===== src/rtl/pcs_transmit_code_group.sv =====
// 8B/10B transmit code-group stage: one code group per clk from the ordered-set selector, running disparity tracked.
// Latency: tx_o_set/txd sampled at a rising edge, code group registered on that edge. Optional macro PCS_TX_ODD_FILL_EN.
// Backpressure: tx_oset_indicate (combinational) tells upstream its selector was consumed; power_on=0 freezes everything.
module pcs_transmit_code_group #(
    parameter logic RD_INIT   = 1'b0,
    parameter logic EVEN_INIT = 1'b1
) (
    input  logic       clk,
    input  logic       rst,
    input  logic       power_on,
    input  logic [7:0] tx_o_set,
    input  logic [7:0] txd,
    output logic [9:0] tx_code_group,
    output logic       tx_oset_indicate,
    output logic       tx_even
);

    localparam logic [7:0] OS_I   = 8'hBC;
    localparam logic [7:0] OS_S   = 8'hFB;
    localparam logic [7:0] OS_T   = 8'hFD;
    localparam logic [7:0] OS_R   = 8'hF7;
    localparam logic [7:0] OS_D   = 8'hFF;
    localparam logic [7:0] K30_7  = 8'hFE;
    localparam logic [7:0] D5_6   = 8'hC5;
    localparam logic [7:0] D16_2  = 8'h50;

    typedef enum logic {GEN, IDLE_2ND} state_t;

    state_t state, state_nxt;
    logic   rd, idle_sel, idle_sel_nxt, fill;
    logic   enc_k;
    logic [7:0]  enc_byte;
    logic [10:0] enc;

    // RD- forms; RD+ form is the complement for unbalanced codes and D7
    function automatic logic [5:0] six_b(input logic [4:0] x);
        case (x)
            5'd0:  return 6'b100111;  5'd1:  return 6'b011101;
            5'd2:  return 6'b101101;  5'd3:  return 6'b110001;
            5'd4:  return 6'b110101;  5'd5:  return 6'b101001;
            5'd6:  return 6'b011001;  5'd7:  return 6'b111000;
            5'd8:  return 6'b111001;  5'd9:  return 6'b100101;
            5'd10: return 6'b010101;  5'd11: return 6'b110100;
            5'd12: return 6'b001101;  5'd13: return 6'b101100;
            5'd14: return 6'b011100;  5'd15: return 6'b010111;
            5'd16: return 6'b011011;  5'd17: return 6'b100011;
            5'd18: return 6'b010011;  5'd19: return 6'b110010;
            5'd20: return 6'b001011;  5'd21: return 6'b101010;
            5'd22: return 6'b011010;  5'd23: return 6'b111010;
            5'd24: return 6'b110011;  5'd25: return 6'b100110;
            5'd26: return 6'b010110;  5'd27: return 6'b110110;
            5'd28: return 6'b001110;  5'd29: return 6'b101110;
            5'd30: return 6'b011110;  default: return 6'b101011;
        endcase
    endfunction

    function automatic logic [3:0] four_b(input logic [2:0] y);
        case (y)
            3'd0: return 4'b1011;  3'd1: return 4'b1001;
            3'd2: return 4'b0101;  3'd3: return 4'b1100;
            3'd4: return 4'b1101;  3'd5: return 4'b1010;
            3'd6: return 4'b0110;  default: return 4'b1110;
        endcase
    endfunction

    // returns {rd_out, abcdei, fghj}
    function automatic logic [10:0] encode(input logic k, input logic [7:0] b, input logic rd_in);
        logic [4:0] x;
        logic [2:0] y;
        logic [5:0] c6;
        logic [3:0] c4;
        logic       rd_mid, alt;
        x  = b[4:0];
        y  = b[7:5];
        c6 = (k && x == 5'd28) ? 6'b001111 : six_b(x);
        if (rd_in && ($countones(c6) != 3 || x == 5'd7))
            c6 = ~c6;
        rd_mid = rd_in ^ ($countones(c6) != 3);
        alt = (y == 3'd7) && (k ||
              (!rd_mid && (x == 5'd17 || x == 5'd18 || x == 5'd20)) ||
              ( rd_mid && (x == 5'd11 || x == 5'd13 || x == 5'd14)));
        c4 = alt ? 4'b0111 : four_b(y);
        if (rd_mid && ($countones(c4) != 2 || y == 3'd3))
            c4 = ~c4;
        // K28 balanced columns run opposite to the data table
        if (k && x == 5'd28 && !rd_mid && $countones(c4) == 2 && y != 3'd3)
            c4 = ~c4;
        return {rd_mid ^ ($countones(c4) != 2), c6, c4};
    endfunction

    always_comb begin
        state_nxt        = state;
        idle_sel_nxt     = idle_sel;
        tx_oset_indicate = 1'b0;
        enc_k            = 1'b1;
        enc_byte         = K30_7;
`ifdef PCS_TX_ODD_FILL_EN
        fill = !tx_even;
`else
        fill = 1'b0;
`endif
        case (state)
            GEN: begin
                tx_oset_indicate = 1'b1;
                case (tx_o_set)
                    OS_I: begin
                        tx_oset_indicate = 1'b0;
                        if (fill) begin
                            enc_byte = OS_R;
                        end else begin
                            enc_byte     = OS_I;
                            idle_sel_nxt = rd;
                            state_nxt    = IDLE_2ND;
                        end
                    end
                    OS_S, OS_T, OS_R: enc_byte = tx_o_set;
                    OS_D: begin
                        enc_k    = 1'b0;
                        enc_byte = txd;
                    end
                    default: enc_byte = K30_7;
                endcase
            end
            default: begin
                tx_oset_indicate = 1'b1;
                enc_k            = 1'b0;
                enc_byte         = idle_sel ? D5_6 : D16_2;
                state_nxt        = GEN;
            end
        endcase
        if (!power_on)
            tx_oset_indicate = 1'b0;
        enc = encode(enc_k, enc_byte, rd);
    end

    always_ff @(posedge clk or negedge rst) begin
        if (!rst) begin
            state         <= GEN;
            rd            <= RD_INIT;
            idle_sel      <= 1'b0;
            tx_even       <= EVEN_INIT;
            tx_code_group <= 10'h000;
        end else if (power_on) begin
            state         <= state_nxt;
            rd            <= enc[10];
            idle_sel      <= idle_sel_nxt;
            tx_even       <= ~tx_even;
            tx_code_group <= enc[9:0];
        end
    end

endmodule


===== config.mk =====
export PLATFORM = sky130hd
export DESIGN_NAME = pcs_transmit_code_group
export DESIGN_NICKNAME = d
export VERILOG_FILES = /design/src/rtl/pcs_transmit_code_group.sv
export SDC_FILE = /design/constraint.sdc
export NUM_CORES = 1
export LEC_CHECK = 0
export BUFFER_PORTS_ARGS = -buffer_cell sky130_fd_sc_hd__buf_2
export CAP_MARGIN = 0
export CORE_MARGIN = 10
export CORE_UTILIZATION = 50
export DETAILED_ROUTE_END_ITERATION = 8
export GPL_ROUTABILITY_DRIVEN = 0
export GPL_TIMING_DRIVEN = 0
export PLACE_DENSITY = 0.81
export SYNTH_ARGS = -nofsm -noshare
export SYNTH_HDL_FRONTEND = slang
export SYNTH_SLANG_ARGS = --single-unit

===== constraint.sdc =====
create_clock -name clk -period 15.2 [get_ports clk]
set_clock_uncertainty 0.05 [all_clocks]
set_input_delay 2.28 -clock clk [delete_from_list [all_inputs] [get_ports clk]]
set_output_delay 2.28 -clock clk [all_outputs]
set_load 0.01 [all_outputs]

==> metrics.md <==
| Metric | Value |
|---|---|
| Most frequent CP cell | `ha_1` |
| Slowest Stage Delay on Critical Path | `0.61 ns` |
| # rows | `23` |
| Largest net degree at the start of global routing | `15` |
| Critical Path Sink Type | `flip-flop` |
| FF-to-FF path depth | `50` |
| Mux cell area share after synthesis | `between 4 and 5%` |
| Residual DRC count | `0` |
| Pre-CTS WS | `0.05103 ns` |
| Post-synth top flop | `dfrtp_1` |
| PnR Total Power | `around 420 uW` |
| Final Hold Fails | `0` |
| IO Pins | `31` |
| Grt met1 use | `between 10% and 20%` |
| VDD IR-drop max | `around 0.15 mV` |
| Worst Hold Slack | `0.4501 ns` |
| Clk root buf | `clkbuf_8` |
| Crit-path leading delay family | `adder cells` |
| First-pass GRT wire length | `approximately 9000 um` |
| Req. time, crit path | `15.28 ns` |
| FF-to-FF Start | `state` |
| M3 GR Usage | `1.912%` |
| Synthesized area per cell | `about 8.9 um^2` |
| Fmax | `about 70 MHz` |
| Mapped Area | `2103 um^2` |
| Synth Warn # | `0` |
| Fillcell total | `399` |
| Synthesized netlist net count | `279` |
| Post-Synth XOR/XNOR Area | `6.663%` |
| Die footprint | `7200 um^2` |
| Sink Count | `14` |
| DP HPWL | `4142 um` |
| Post-Synth Simple-Gate Area | `22.01%` |
| Number of flops mapped to enable cells by yosys | `0` |
| Post_cts resized | `0` |
| Diodes inserted | `0` |
| Finished Core Util | `58.85%` |
| Hold WC Path Type | `reg2reg` |
| Met2 Track Usage GR | `24.98%` |
| Via count | `1952` |
| Hold buffers post-CTS | `0` |
| Area added between synthesis and finish | `12.73%` |
| Slowest-stage cell, CP | `or4b_2` |
| Setup WS post-layout | `0.9112 ns` |
| Total grt overflow | `0` |
| Core ar. | `between 4000 and 5000 um^2` |
| First drt pass iteration count | `4` |
| Final setup viols | `0` |
| ANT nets after route | `0` |
| Status | `finished, final reports clean` |
| Slew Viols, Final | `0` |
| LEAKAGE | `0.9872 nW` |
| Sequential element share of the synthesized area | `16.72%` |
| Yosys reg bits | `14` |
| Setup Buffers After CTS | `0` |
| Post-synth ARST share | `100.0%` |
| 1st-iter DRT viols | `115` |
| Setup Crit Path Kind | `in2reg` |
| Data arrival, critical path | `14.37 ns` |
| Vias in the first global route | `1941` |
| Multi-input logic area | `~1600 um^2` |
| Clock transition at path regs | `0.06 ns` |
| Critical Path Start Type | `primary input` |
| Post-synthesis cell type count | `79` |
| Slew @ Worst Pin | `~0.93 ns` |
| Global-route usage over all layers | `~14%` |
| Vias/cell | `slightly above 6` |
| Critical Path Start | `tx_o_set[3]` |
| Total wire length | `around 5200 um` |
| Fin crit share | `94.01%` |
| TritonCTS clock tree | `done` |
| Initial antenna violation count | `0` |
| Clock latency on the worst-skew pair | `0.24 ns` |
| CTS H-Tree Depth | `1` |
| Critical path depth in cells | `51` |
| Fraction of layout cells with a size suffix above 1 | `between 20% and 30%` |
| Hold depth | `1` |
| Slew headroom | `37.14%` |
| Port Buffers | `27` |
| Die height | `84.86 um` |
| Nets | `around 310` |
| Compound-cell area share of the yosys netlist | `a little over a quarter` |
| Largest family of logic cells by synthesized area | `compound AO/OA/AOI/OAI gates` |
| WP buf/inv | `7` |
| R2r setup slk | `2.71 ns` |
| Register Area | `351.6 um^2` |
| Adder-cell share of the synthesized area | `16.30%` |
| Drt wl/cell | `16.31 um` |
| Max-cap violation count | `0` |
| Die width | `84.86 um` |
| TritonCTS Buffers | `3` |
| Crit Path Max Fanout | `10` |
| Power per cell area | `around 180 nW/um^2` |
| Worst setup path endpoint | `rd` |
| Mapped Cells | `~240` |
| Reg2reg end | `rd` |
| Tmin final | `14.29 ns` |
| Initial Util | `52.20%` |
| Clock buffer depth | `2` |
| Gr busiest metal | `met2` |
through the flow:
stage / TNS (ns) / cells / area [um^2]
finish: 0 / 318 / 2371
global route: -0.02546 / 318 / 2371
floorplan: 0 / 237 / 2103
CTS: 0 / 318 / 2356
global placement: 0 / 314 / 2301
detailed placement: 0 / 314 / 2301
worst min path at each step:
stage / startpoint / slack [ns] / to
3_5_place_dp: tx_code_group[4] / 0.44 / tx_code_group[4]
3_3_place_gp: tx_code_group[5] / 0.44 / tx_code_group[5]
6_report: tx_code_group[4] / 0.45 / tx_code_group[4]
4_1_cts: tx_code_group[2] / 0.46 / tx_code_group[2]
5_1_grt: tx_code_group[2] / 0.48 / tx_code_group[2]
2_1_floorplan: idle_sel / 0.47 / idle_sel
state kept, by name (all words and copies together) (netlist names):
name,cells
tx_even,1
tx_code_group,10
rd,1
state,1
idle_sel,1
cells in the final DEF, fill, tap and decap left out, types with 3 or more instances in the layout:
master | netlist | routed
buf_2 | 3 | 30
ha_1 | 17 | 17
nor2_1 | 16 | 16
nand2_1 | 15 | 15
dfrtp_1 | 13 | 13
inv_1 | 12 | 12
o21ai_0 | 12 | 9
xnor2_1 | 9 | 9
nand3_1 | 7 | 7
o21a_1 | 7 | 7
a21oi_1 | 7 | 7
mux2_2 | 7 | 7
xor2_1 | 7 | 6
fa_1 | 6 | 6
buf_6 | 4 | 4
nand3b_1 | 4 | 4
nor3_1 | 4 | 4
clkbuf_8 | 0 | 4
and3_1 | 3 | 3
and2_1 | 3 | 3
o21ai_2 | 1 | 3
o2111ai_1 | 3 | 3
o31ai_1 | 3 | 3
o31a_1 | 3 | 3
or3_1 | 3 | 3
or4_1 | 3 | 3
nor4_1 | 3 | 3
layer usage:
| metal | vias to the layer above | part of all wire [%] |
|---|---|---|
| met5 | - | 0 |
| li1 | 957 | - |
| met1 | 924 | 43 |
| met2 | 67 | 50 |
| met3 | 4 | 5.8 |
| met4 | 0 | 0.69 |
power by group:
part,leakage [nW],internal [mW],total [mW],switching [mW]
logic,0.793,0.157,0.316,0.159
clock network,0.0288,0.0229,0.0359,0.0129
registers,0.166,0.0561,0.0663,0.0102
total,0.987,0.236,0.418,0.182
worst register-to-register path, delay by kind of cell (launching register included):
kind	cells	cell delay, ns
multiplexers	1	0.27
AND/OR/NAND/NOR	8	1.75
XOR/XNOR	5	0.91
buffers and inverters	7	0.77
AO/OA/AOI/OAI	12	2.84
flip-flops	1	0.43
adder cells (fa/ha/maj)	17	5.38
final cells by class:
class | count | share of cell area, %
timing repair buffer | 27 | 5.699
multi-input combinational | 199 | 68.97
sequential | 14 | 14.83
clock buffer | 4 | 2.322
inverter | 13 | 2.058
buffer | 11 | 3.483
tap | 50 | 2.639
synthesized netlist by cell type (all sizes together), types with 2 or more instances:
cell	count	area (um^2)
a211oi	2	20.02
a21boi	2	15.01
a21o	2	16.27
a21oi	7	35.03
a31oi	2	12.51
a32o	3	32.53
a32oi	2	25.03
and2	5	35.04
and3	4	30.03
buf	9	75.06
clkbuf	2	7.510
dfrtp	13	325.3
fa	6	120.1
ha	17	212.7
inv	12	45.04
mux2	7	78.83
mux2i	2	20.02
nand2	15	56.30
nand2b	2	12.51
nand3	7	35.03
nand3b	4	30.03
nand4	2	12.51
nor2	18	77.58
nor3	5	30.03
nor3b	2	15.01
nor4	4	31.28
o2111ai	4	41.29
o21a	7	52.55
o21ai	14	73.82
o221ai	2	23.77
o311ai	2	35.04
o31a	4	36.29
o31ai	4	43.79
or3	4	26.28
or4	3	22.52
xnor2	9	78.83
xor2	7	61.31
kinds of logic (layout without fill, tap and decap cells):
logic type,count (synthesis),after routing
xor+xnor,16,16
mux,9,9
simple gates,81,81
compound gates,69,69
fa+ha+maj,24,24
flops,14,14
buf+inv,24,55
No activity file was read; power rests on OpenSTA's default activity.
